`src/rtl/dnoc_itf_out_arb.sv`:
```
// ---------------------------------------------------------------------------
// dnoc_itf_out_arb
//
// Output arbiter of the DNoC interface. Several channels each present a
// prebuilt single-flit packet (head_flit) together with a request. One
// channel is picked round-robin. Its flit is latched and, if the channel
// asks for it, a multicast sync is run first. The flit is then sent on the
// NoC as a one-flit packet. When the NoC accepts it, the channel receives a
// one-cycle gnt pulse.
//
// Ports
//   clk, rst_n          clock, asynchronous active-low reset
//   req[NUM_CH]         per-channel send request
//   gnt[NUM_CH]         per-channel completion pulse (same cycle as the
//                       NoC handshake)
//   head_flit           NUM_CH x FLIT_W prebuilt head flits
//   sync_req[NUM_CH]    channel's packet needs a sync before sending
//   sync_tgt            NUM_CH x SYNC_W sync target sets
//   sync_init           one-cycle sync start pulse
//   sync_target         target presented with sync_init; 0 otherwise
//   sync_hit            sync completed
//   sync_to_cfg         sync timeout in cycles; 0 disables the timeout
//   sync_err            one-cycle timeout pulse (a retry starts with it)
//   in_flit/in_valid/in_last/in_ready   NoC injection port
//   busy                arbiter is not idle
// ---------------------------------------------------------------------------
module dnoc_itf_out_arb #(
   parameter int unsigned NODE_ID = 4'd0,
   parameter int          NUM_CH  = 2,
   parameter int          FLIT_W  = 256,
   parameter int          SYNC_W  = 12,
   parameter int          TO_W    = 16
) (
   input  logic                     clk,
   input  logic                     rst_n,
   input  logic [NUM_CH-1:0]        req,
   output logic [NUM_CH-1:0]        gnt,
   input  logic [NUM_CH*FLIT_W-1:0] head_flit,
   input  logic [NUM_CH-1:0]        sync_req,
   input  logic [NUM_CH*SYNC_W-1:0] sync_tgt,
   output logic                     sync_init,
   output logic [SYNC_W-1:0]        sync_target,
   input  logic                     sync_hit,
   input  logic [TO_W-1:0]          sync_to_cfg,
   output logic                     sync_err,
   output logic [FLIT_W-1:0]        in_flit,
   output logic                     in_valid,
   output logic                     in_last,
   input  logic                     in_ready,
   output logic                     busy
);

   localparam int IDX_W = $clog2(NUM_CH);

   // The local node never syncs with itself.
   localparam logic [SYNC_W-1:0] NODE_MASK = ~(SYNC_W'(1) << NODE_ID);
   localparam logic [IDX_W:0]    NUM_CH_W  = (IDX_W+1)'(NUM_CH);
   localparam logic [IDX_W-1:0]  LAST_IDX  = IDX_W'(NUM_CH - 1);

   typedef enum logic [1:0] {
      IDLE,
      SYNC,
      SEND
   } state_t;

   state_t              state;
   logic [IDX_W-1:0]    rr_ptr;
   logic [IDX_W-1:0]    idx_q;
   logic [FLIT_W-1:0]   flit_q;
   logic [SYNC_W-1:0]   tgt_q;
   logic [TO_W-1:0]     to_cnt;

   logic                sel_found;
   logic [IDX_W-1:0]    sel_idx;
   logic [IDX_W:0]      cand;
   logic [FLIT_W-1:0]   sel_flit;
   logic [SYNC_W-1:0]   sel_tgt;
   logic                sync_timeout;

   // Timeout counter sticks at all-ones instead of wrapping.
   function automatic logic [TO_W-1:0] sat_inc(input logic [TO_W-1:0] v);
      return (v == {TO_W{1'b1}}) ? v : v + 1'b1;
   endfunction

   function automatic logic [IDX_W-1:0] wrap_inc(input logic [IDX_W-1:0] v);
      return (v == LAST_IDX) ? '0 : v + 1'b1;
   endfunction

   // Round-robin pick: first requesting channel at or after rr_ptr, wrapping.
   always_comb begin
      sel_found = 1'b0;
      sel_idx   = '0;
      cand      = '0;
      for (int i = 0; i < NUM_CH; i++) begin
         cand = {1'b0, rr_ptr} + (IDX_W+1)'(i);
         if (cand >= NUM_CH_W) begin
            cand = cand - NUM_CH_W;
         end
         if (!sel_found && req[cand[IDX_W-1:0]]) begin
            sel_found = 1'b1;
            sel_idx   = cand[IDX_W-1:0];
         end
      end
   end

   assign sel_flit = head_flit[int'(sel_idx)*FLIT_W +: FLIT_W];
   assign sel_tgt  = sync_tgt[int'(sel_idx)*SYNC_W +: SYNC_W];

   // to_cnt counts hit-less cycles of the current attempt, so the last
   // cycle of an attempt is the one where it reaches sync_to_cfg-1.
   assign sync_timeout = (sync_to_cfg != '0) && (to_cnt == sync_to_cfg - 1'b1);

   always_ff @(posedge clk or negedge rst_n) begin
      if (!rst_n) begin
         state       <= IDLE;
         rr_ptr      <= '0;
         idx_q       <= '0;
         flit_q      <= '0;
         tgt_q       <= '0;
         to_cnt      <= '0;
         sync_init   <= 1'b0;
         sync_target <= '0;
         sync_err    <= 1'b0;
      end else begin
         sync_init   <= 1'b0;
         sync_target <= '0;
         sync_err    <= 1'b0;
         case (state)
            IDLE: begin
               if (sel_found) begin
                  idx_q  <= sel_idx;
                  flit_q <= sel_flit;
                  tgt_q  <= sel_tgt & NODE_MASK;
                  to_cnt <= '0;
                  if (sync_req[sel_idx]) begin
                     state       <= SYNC;
                     sync_init   <= 1'b1;
                     sync_target <= sel_tgt & NODE_MASK;
                  end else begin
                     state <= SEND;
                  end
               end
            end
            SYNC: begin
               // A hit in the timeout cycle still counts as success.
               if (sync_hit) begin
                  state  <= SEND;
                  to_cnt <= '0;
               end else if (sync_timeout) begin
                  sync_err    <= 1'b1;
                  sync_init   <= 1'b1;
                  sync_target <= tgt_q;
                  to_cnt      <= '0;
               end else begin
                  to_cnt <= sat_inc(to_cnt);
               end
            end
            SEND: begin
               if (in_ready) begin
                  rr_ptr <= wrap_inc(idx_q);
                  state  <= IDLE;
               end
            end
            default: state <= IDLE;
         endcase
      end
   end

   // gnt follows the handshake combinationally so it lands in the accept cycle.
   always_comb begin
      gnt = '0;
      if ((state == SEND) && in_ready) begin
         gnt[idx_q] = 1'b1;
      end
   end

   assign in_valid = (state == SEND);
   assign in_last  = (state == SEND);
   assign in_flit  = (state == SEND) ? flit_q : '0;
   assign busy     = (state != IDLE);

endmodule

```
`config.mk`:
```
export PLATFORM = sky130hd
export DESIGN_NAME = dnoc_itf_out_arb
export DESIGN_NICKNAME = d
export VERILOG_FILES = /design/src/rtl/dnoc_itf_out_arb.sv
export SDC_FILE = /design/constraint.sdc
export NUM_CORES = 1
export LEC_CHECK = 0
export CELL_PAD_IN_SITES_DETAIL_PLACEMENT = 1
export CELL_PAD_IN_SITES_GLOBAL_PLACEMENT = 1
export CORE_AREA = 5 5 321 323
export CTS_CLUSTER_SIZE = 10
export DETAILED_ROUTE_END_ITERATION = 16
export DIE_AREA = 0 0 326 328
export PLACE_DENSITY = 0.47
export SKIP_CTS_REPAIR_TIMING = 1
export SLEW_MARGIN = 40
export SYNTH_ARGS = -nofsm -noshare
export SYNTH_HDL_FRONTEND = slang
export SYNTH_SLANG_ARGS = --single-unit
```
`constraint.sdc`:
```
create_clock -name clk -period 4.6 [get_ports clk]
set_clock_uncertainty 0.2 [all_clocks]
set_input_delay 0.69 -clock clk [delete_from_list [all_inputs] [get_ports clk]]
set_output_delay 0.69 -clock clk [all_outputs]
set_load 0.02 [all_outputs]
```
* After elaboration in Yosys (flattened, before gate mapping)
Cells that the tools add are included.
Operators by class: $add $sub $neg 6, multiply operators 1, $lt $le $gt $ge 7, equality and inequality tests 8, shift operators 2, multiplexer cells 38, reductions and logical operators 13
Operators by type and width (count):
- $shiftx 512x10->256 | 1
- $mux 256 | 1
- $mux 16 | 4
- $mux 12 | 4
- $pmux 16 s2 | 1
- $pmux 12 s2 | 1
- $shiftx 24x6->12 | 1
- $mux 1 | 19
- $add 16x1->16 const B | 1
- $eq 16x16->1 | 1
- $eq 16x16->1 const B | 1
- $reduce_bool 16->1 | 1
- $sub 16x1->16 const B | 1
- $mux 2 | 5
- $lt 1x2->1 const B | 4
- $pmux 2 s3 | 1
- $reduce_and 3->1 | 2
- $logic_and 1x1->1 | 4
- $ne 2x2->1 const B | 2
- $ne 4x4->1 const B | 1
- $reduce_and 2->1 | 2
- $reduce_bool 2->1 | 2
- $mul 1x2->3 const B | 1
- $add 1x1->2 const B | 1
- other kinds (12) | 13
Word-level totals: register bits 301, input port bits 560, output and inout port bits 275, word-level logic and storage cells 84

* Depth between registers and ports, before layout
depth after elaboration 13, mapped depth 12, depth with buffers taken out 10

* Least setup slack after synthesis
Ideal clock, no wire load.
kind in2reg, start input port sync_to_cfg[0], end register to_cnt[2], arrival 2821 ps, required time 4267 ps, setup slack 1446 ps, cell stages on the path 12, cell sequence inv_1 -> ha_1 -> or4b_1 -> clkbuf_1 -> nor3_2 -> mux2_1 -> mux2i_1 -> o2111a_1 -> a21oi_2 -> buf_6 -> a21oi_1 -> a21oi_2
Between the ends: longest elaborated chain between the ends 6, elaborated cells on any way between the ends 9, classes of those cells add/sub (1); eq/ne (2); mux (3); reduce/logical (3)
RTL lines:
- start: declaration | RTL line 44 | input logic [TO_W-1:0] sync_to_cfg,
- $sub 16x1->16 | RTL line 111 | assign sync_timeout = (sync_to_cfg != '0) && (to_cnt == sync_to_cfg - 1'b1);
- $eq 16x16->1 | RTL line 111
- $logic_and 1x1->1 * | RTL line 111
- $mux 16 | RTL line 149 | end else if (sync_timeout) begin
- $mux 16 | RTL line 146 | if (sync_hit) begin
- $pmux 16 s2 | RTL line 128 | case (state)
- end signal: assignment | RTL line 155 | to_cnt <= sat_inc(to_cnt);
- end: declaration | RTL line 71 | logic [TO_W-1:0] to_cnt;
Every way passes the cells marked *; elsewhere a longest branch is shown, timed or not. A chain may end at the register's enable or synchronous reset.

* Worst setup path in the final report
start register state[1], end output port in_flit[66]
Between the ends: longest elaborated chain between the ends 2
RTL lines:
- start: declaration | RTL line 66 | state_t state;
- start signal: assignment | RTL line 115 | state <= IDLE;
- start signal: assignment | RTL line 136 | state <= SYNC;
- start signal: assignment | RTL line 140 | state <= SEND;
- $eq 2x2->1 | RTL line 179 | assign in_flit = (state == SEND) ? flit_q : '0;
- $mux 256 | RTL line 179
- end: declaration | RTL line 46 | output logic [FLIT_W-1:0] in_flit,
No other way between the ends.

==> flow_summary.yaml <==
cts:
  tritoncts: "built"
  clkLatencyLatePin_ns: 0.55
  ctsRootBufferMaster: "clkbuf_16"
  h-tree-depth: 2
  clk_pin_slew_ns: 0.05
  cts.path.max_buffers: 3
  cts_sinks: 300
  cts_buffers: 43
worst_setup_path:
  critical_path_peak_fanout: 155
  reg2reg_to: "sync_target[11]$_DFF_PN0_"
  crit_type: "register to output port"
  crit_start: "state[1]$_DFFE_PN0P_"
  rr_worst_depth: 8
  crit_arrival_ns: 2.90
  crit_required_ns: 3.71
  r2r_start: "to_cnt[3]$_DFFE_PN0P_"
  critPathCaptureType: "output port"
  rrSetupSlack_ns: 1.68
  startpoint_type: "register"
yosys:
  yosys.area.top_type: "dfrtp_1"
  ys_ff_latch: 300
  synth_common_cells: "dfrtp_1, nor2_1, a21oi_1"
  yosys_warnings: 0
  synth_edf_count: 0
  synth.net_count: 2258
  synth.area.top_cells: "dfrtp_1, mux2i_1, and2_1, a21oi_1, nor2_1"
  seq_area_frac_synth_pct: 47.0
  synthCells: 1696
  async_flop_share_pct: 100
  synth.top_cell.area_share_pct: 47.0
  ys.flop_type: "dfrtp_1"
  yosysMostFrequentCell: "dfrtp_1"
  synth_area_per_cell_um2: 9.42
  syn_area_um2: 16000
  synth.distinct_cells: 57
pwr:
  switching_share_pct: 41.5
  p_comb_share_pct: 54.0
  p_clk_share_pct: 20.0
  ir_drop_v: 0.000574
  p_sw_mw: 7.15
  p_seq_share_pct: 26.0
  leakagePower_nw: 11.2
  powerDensity_nw_per_um2: 631
  p_total_mw: 17.2
  internal_power_mw: 10.1
floorplanning:
  die_h_um: 328
  ioPinCount: 835
  placementRows: 116
  die_area_um2: 107000
  die_w_um: 326
  start_util_pct: 16.1
  core_um2: 99600
job:
  max-cap-violations: 0
route:
  drc: 0
  wl_per_cell_um: 20.4
  drt_wl_total_mm: 77.7
  drt_iter0_drc: 544
  vias_per_cell: 4.00
  drt-pass1-iter-count: 4
  route.vias.total: 15200
  ant_nets: 0
sta:
  final_hold_viol_count: 0
  finalSetupViolations: 0
  worst_pin_slew_ns: 0.831
  finalCritPeriodShare_pct: 82.3
  fmax_ghz: 0.264
  rsz0062_at_grt: "false"
  slew_viol_final: 0
  slew_headroom_pct: 44.6
  fin_crit_ns: 3.79
  tns_ns: 0
global_routing:
  grt_pass1_vias: 16900
  grt.total_usage_pct: 13.8
  antenna_found_initial: 3
  grt_pass1_wl_mm: 112
  grt_overflow_total: 0
  grt_max_degree: 156
hold_path:
  min_path_cells: 1
  hp-start: "tgt_q[11]$_DFFE_PN0P_"
  hold_path.class: "register to register"
  min_to: "sync_target[11]$_DFF_PN0_"
layout:
  multiInputGateArea_um2: 7960
  final_layout_size_suffix_gt1_share_pct: 4.80
  fill_cells: 11400
  fin_nets: 3030
  register_area_um2: 7510
  area_growth_pct: 70.7
place:
  place_hpwl_mm: 60.7
  gp_congestion: 0.839
  portBuffers: 831
outcome:
  outcome: "complete, no violations"
worst max-delay path, stage by stage (launching register included):
cell	delay, ns
dfrtp_1	0.47
nor2b_4	0.28
buf_12	0.35
and2_1	0.28
clkdlybuf4s50_1	0.67
through the flow:
step	hold slack, ns	area (µm²)	std cells	setup WS (ns)	util [%]
after CTS	-0.0938	27300	3797	0.766	27.4
final	0.284	27300	3802	0.814	27.4
after global placement	0.267	25800	3720	0.385	25.9
after floorplan	0.194	16000	1696	1.45	-
after detailed placement	0.275	25800	3720	0.364	25.9
after global routing	0.309	27300	3798	0.651	27.4
how the worst max path moves through the flow:
stage,endpoint,slack [ns]
after global placement,to_cnt[4]$_DFFE_PN0P_,0.39
after detailed placement,sync_target[1]$_DFF_PN0_,0.36
after CTS,in_flit[66],0.77
after floorplan,to_cnt[2]$_DFFE_PN0P_,1.45
after global routing,in_flit[66],0.65
final,in_flit[66],0.81
state kept, by name (all words and copies together) (netlist names):
signal and count:
flit_q 256, to_cnt 16, sync_target 11, tgt_q 11
state 2, idx_q 1, rr_ptr 1, sync_err 1
sync_init 1
layer usage:
layer | up-vias | track usage [%] | part of all wire (%)
li1 | 7308 | - | -
met2 | 485 | 26.2 | 53
met1 | 7345 | 14.8 | 37
met3 | 76 | 4.38 | 7.3
met5 | - | 0 | 0.017
met4 | 2 | 3.16 | 2.0
cells by family after synthesis:
group	after synthesis	synth area share, %
muxes	272	17.1
and+or+nand+nor	631	19.8
AOI/OAI and AO/OA	328	11.4
other	1	0.0235
xor gates and xnor gates	20	1.10
adders and majority gates	2	0.157
DFF	300	47.0
buffers and inverters	142	3.51
power groups by stage:
stage | Sequential [mW] | Combinational (mW) | Clock (mW)
floorplan | 4.30 | 4.99 | 0
global placement | 4.46 | 9.45 | 0
detailed placement | 4.53 | 9.53 | 0
CTS | 4.51 | 9.57 | 3.61
global route | 4.64 | 10.1 | 3.72
finish | 4.48 | 9.31 | 3.44
layout by cell type, fill, tap and decap left out, types with 5 or more instances in the layout:
cell and n:
and2_1 258, nor3_1 5, buf_4 17, xnor2_1 13, nor2_1 289, xor2_1 7, o21ai_1 5, nand2_1 24
buf_12 11, a21oi_1 278, nand3_1 15, clkbuf_1 9, o2bb2ai_2 9, nand4_1 7, clkbuf_8 16, clkdlybuf4s50_1 830
inv_1 9, dfrtp_1 300, clkbuf_16 45, o21ai_0 10, mux2i_1 269
layout make-up:
type / count / area share, %
clock buffer: 70 / 5.06
clock inverter: 7 / 0.335
tap: 1298 / 5.95
antenna: 4 / 0.0367
inverter: 9 / 0.124
multi-input combinational: 1254 / 29.2
sequential: 300 / 27.5
timing repair buffer: 860 / 31.8
(Power assumes the default switching activity.)
